$ cat src/rtl/serial_to_parallel.sv
// Serial-to-parallel receiver: MSB-first bit assembly into a one-entry valid/ready holding register.
// Optional even-parity bit per frame is compiled in with `define SERIAL_TO_PARALLEL_PARITY_EN.
module serial_to_parallel #(
    parameter int DATA_WIDTH = 8
) (
    input  logic                  clk,
    input  logic                  rst,
    input  logic                  rx_enable,
    input  logic                  serial_in,
    output logic [DATA_WIDTH-1:0] parallel_data,
    output logic                  rx_valid,
    input  logic                  rx_ready,
    output logic                  overrun,
    output logic                  frame_err,
    output logic                  parity_err
);

    localparam int COUNT_W = $clog2(DATA_WIDTH);
    localparam logic [COUNT_W-1:0] LAST_BIT = COUNT_W'(DATA_WIDTH - 1);

`ifdef SERIAL_TO_PARALLEL_PARITY_EN
    typedef enum logic [1:0] {IDLE, SHIFT, PARITY} state_t;
`else
    typedef enum logic [1:0] {IDLE, SHIFT} state_t;
`endif

    state_t                state, state_next;
    logic [DATA_WIDTH-1:0] shift_reg, shift_next;
    logic [DATA_WIDTH-1:0] load_word;
    logic [COUNT_W-1:0]    count, count_next;
    logic                  load_req;
    logic                  frame_err_next;
    logic                  parity_err_next;

    always_ff @(posedge clk) begin
        if (rst) begin
            state <= IDLE;
        end else begin
            state <= state_next;
        end
    end

    always_comb begin
        state_next      = state;
        shift_next      = shift_reg;
        count_next      = count;
        load_req        = 1'b0;
        load_word       = shift_reg;
        frame_err_next  = 1'b0;
        parity_err_next = 1'b0;
        case (state)
            IDLE: begin
                if (rx_enable) begin
                    shift_next = {shift_reg[DATA_WIDTH-2:0], serial_in};
                    count_next = COUNT_W'(1);
                    state_next = SHIFT;
                end
            end
            SHIFT: begin
                if (rx_enable) begin
                    shift_next = {shift_reg[DATA_WIDTH-2:0], serial_in};
                    if (count == LAST_BIT) begin
                        count_next = '0;
`ifdef SERIAL_TO_PARALLEL_PARITY_EN
                        state_next = PARITY;
`else
                        load_req   = 1'b1;
                        load_word  = shift_next;
                        state_next = IDLE;
`endif
                    end else begin
                        count_next = count + COUNT_W'(1);
                    end
                end else begin
                    // enable dropped before the last data bit: the partial word is thrown away
                    frame_err_next = 1'b1;
                    shift_next     = '0;
                    count_next     = '0;
                    state_next     = IDLE;
                end
            end
`ifdef SERIAL_TO_PARALLEL_PARITY_EN
            PARITY: begin
                if (rx_enable) begin
                    load_req        = 1'b1;
                    load_word       = shift_reg;
                    parity_err_next = (^shift_reg) ^ serial_in;
                end else begin
                    frame_err_next = 1'b1;
                    shift_next     = '0;
                end
                state_next = IDLE;
            end
`endif
            default: begin
                state_next = IDLE;
            end
        endcase
    end

    always_ff @(posedge clk) begin
        if (rst) begin
            shift_reg     <= '0;
            count         <= '0;
            parallel_data <= '0;
            rx_valid      <= 1'b0;
            overrun       <= 1'b0;
            frame_err     <= 1'b0;
            parity_err    <= 1'b0;
        end else begin
            shift_reg  <= shift_next;
            count      <= count_next;
            frame_err  <= frame_err_next;
            parity_err <= parity_err_next;
            // a pop on the load edge frees the slot, so the new word still lands
            if (load_req) begin
                if (!rx_valid || rx_ready) begin
                    parallel_data <= load_word;
                    rx_valid      <= 1'b1;
                end else begin
                    overrun <= 1'b1;
                end
            end else if (rx_ready) begin
                rx_valid <= 1'b0;
            end
        end
    end

endmodule

$ cat config.mk
export PLATFORM = sky130hd
export DESIGN_NAME = serial_to_parallel
export DESIGN_NICKNAME = d
export VERILOG_FILES = /design/src/rtl/serial_to_parallel.sv
export SDC_FILE = /design/constraint.sdc
export NUM_CORES = 1
export LEC_CHECK = 0
export ABC_AREA = 0
export BUFFER_PORTS_ARGS = -buffer_cell sky130_fd_sc_hd__buf_2
export CAP_MARGIN = 20
export CELL_PAD_IN_SITES_DETAIL_PLACEMENT = 0
export CELL_PAD_IN_SITES_GLOBAL_PLACEMENT = 2
export CORE_ASPECT_RATIO = 0.8
export CORE_MARGIN = 3
export CORE_UTILIZATION = 34
export DETAILED_ROUTE_END_ITERATION = 7
export PLACE_DENSITY_LB_ADDON = 0.1
export SLEW_MARGIN = 15
export SYNTH_ARGS = -nofsm -noshare
export SYNTH_HDL_FRONTEND = slang
export SYNTH_SLANG_ARGS = --single-unit
$ cat constraint.sdc
create_clock -name clk -period 3.85 [get_ports clk]
set_clock_uncertainty 0.15 [all_clocks]
set_input_delay 0.1925 -clock clk [delete_from_list [all_inputs] [get_ports clk]]
set_output_delay 0.1925 -clock clk [all_outputs]
set_load 0.02 [all_outputs]
==> flow_metrics.py <==
metrics = {
    "placed_design": {
        "hpwl_um": 1240,
        "io_buffers": 15,
        "dp.cells": 147,
        "gp_congestion": 0.675,
    },
    "timing": {
        "rsz0062_at_grt": "no",
        "setup-violations-final": 0,
        "slew_viol_final": 0,
        "min_period_over_period_pct": 42.4,
        "fmax_ghz": 0.613,
        "final.setup.tns_ps": 0,
        "finalHoldViolations": 0,
        "fin_crit_ps": 1630,
    },
    "global_routing": {
        "grt_pass1_vias": 697,
        "busiest_layer": "met2",
        "gr-usage-met3_pct": 4.72,
        "antenna_found_initial": 0,
        "met2_usage_pct": 19.0,
        "use_met1_pct": 15.6,
        "grt_use_total_pct": 12.1,
        "overflow": 0,
        "grt_max_degree": 25,
        "grt_pass1_wl_um": 3170,
    },
    "clock_network": {
        "clkTransAtPathRegs_ps": 120,
        "root_buffer": "clkbuf_4",
        "worst_skew_pair.late_latency_ps": 310,
        "post_cts_resized": 0,
        "cts_sinks": 23,
        "numCtsBuffers": 3,
        "post_cts_buffers": 0,
        "h-tree-depth": 1,
        "hold_buffers": 1,
        "cts_buffer_depth": 2,
        "tritoncts": "yes",
    },
    "floorplan": {
        "design.die.area_mm2": 0.00339,
        "num_rows": 16,
        "die_w_um": 64.3,
        "core_area_mm2": 0.00252,
        "die_y_um": 52.6,
        "ios": 17,
        "start_util_pct": 36.7,
    },
    "critical_path": {
        "cp_max_fo": 16,
        "ff2ff_setup_slack_ps": 2220,
        "crit_path_start_kind": "register",
        "critical_path_class": "reg2reg",
        "worst_ep_required_time_ps": 3940,
        "worstPathArrival_ps": 1720,
        "cp-end-kind": "register",
    },
    "finish": {
        "areaGrowthSynthToFinish_pct": 12.4,
        "nets": 125,
        "stdcell_count": 152,
        "antennaDiodeCount": 0,
        "drive_gt1_share_pct": 17.2,
    },
    "synth": {
        "yosysSeqAreaShare_pct": 49.8,
        "syn-cell-area_um2": 925,
        "synth.avg_cell_area_um2": 8.89,
        "ys_types": 20,
        "syn_nets": 112,
        "synth-seq-cells": 23,
        "ys_warn_count": 0,
        "postSynthCellCount": 104,
    },
    "hold_path": {
        "min_path_type": "in2reg",
    },
    "route": {
        "antenna_left": 0,
        "avgViaCountPerCell": 4.80,
        "drcViolationCount": 0,
        "drtIter0Drc": 13,
        "wl_per_cell_um": 11.9,
        "first_pass_iters": 3,
        "vias": 729,
        "wirelength_um": 1810,
    },
    "power": {
        "p_leak_nw": 0.412,
        "p_per_area_mw_per_mm2": 358,
        "ir_drop_mv": 0.248,
    },
    "flow_run": {
        "maxCapViolCount": 0,
    },
    "run_status": {
        "status": "completed",
    },
}
logic make-up (layout without fill, tap and decap cells):
group	count (synthesis)	count (layout)	synth area share, %
adder cells (fa/ha/maj)	3	3	4.06
buffers and inverters	9	21	4.87
AND/OR/NAND/NOR	36	36	20.6
AO/OA/AOI/OAI	30	30	18.1
flip-flops	23	23	49.8
other	1	1	0.406
multiplexers	2	2	2.17
path summary, 6_finish.rpt:
kind / startpoint / to / cells past startpoint
worst min register to register: count[1] / count[1] / 2
worst max register to register: state[0] / parallel_data[7] / 3
worst min-delay path: rst / shift_reg[7] / 2
worst max-delay path: state[0] / parallel_data[7] / 3
cell usage in the layout (no fill, tap or decap), types with 3 or more instances in the layout:
cell       n
buf_2     15
clkbuf_4   3
a21oi_1   18
nor2_1    11
nand3_1    9
dfxtp_1   23
ha_1       3
nand2_1    3
o21ai_0    7
nor3b_1    9
cells in the mapped netlist:
cell type	number	area share (%)
nor3b_1	9	7.3
buf_4	2	1.6
mux2i_1	2	2.2
a21oi_2	2	1.9
inv_1	1	0.41
nand3_1	9	4.9
a21oi_1	18	9.7
o211a_1	1	1.1
conb_1	1	0.41
clkbuf_1	3	1.2
ha_1	3	4.1
o21ai_0	7	3.8
and3_1	2	1.4
nor2_1	11	4.5
nor2b_1	1	0.68
buf_2	3	1.6
nand2b_1	1	0.68
dfxtp_1	23	50
a211oi_1	2	1.6
nand2_1	3	1.2
where the power goes:
part | internal [W] | switching, W
registers | 0.000241 | 0.00000378
logic | 0.00000549 | 0.0000108
clock network | 0.0000405 | 0.0000712
stage by stage:
stage	setup slack (ps)	area (µm²)	util [%]	total power (W)	hold slack (ps)
finish	2220	1040	41.2	0.000373	113
global route	2070	1040	41.2	0.000387	138
CTS	2200	1040	41.2	0.000377	123
detailed placement	2230	1000	39.8	0.000266	308
global placement	2240	1000	39.8	0.000266	295
floorplan	2420	925	-	0.000261	118
per-layer routing:
metal | share of wire [%] | vias to the layer above
met1 | 51 | 331
met2 | 43 | 11
li1 | - | 385
met3 | 5.1 | 2
met4 | 0.55 | 0
met5 | 0 | -
worst max-delay path, stage by stage, from the launching register on:
cell and delay (ps):
dfxtp_1 650, and3_1 470, a21oi_2 80, a211oi_1 200
area by class of cell:
class | instances | area, µm²
sequential | 23 | 460
tap | 36 | 45.0
inverter | 1 | 3.75
timing repair buffer | 16 | 85.1
clock buffer | 4 | 26.3
multi-input combinational | 72 | 419
fill | 284 | 1480
(Power assumes the default switching activity.)
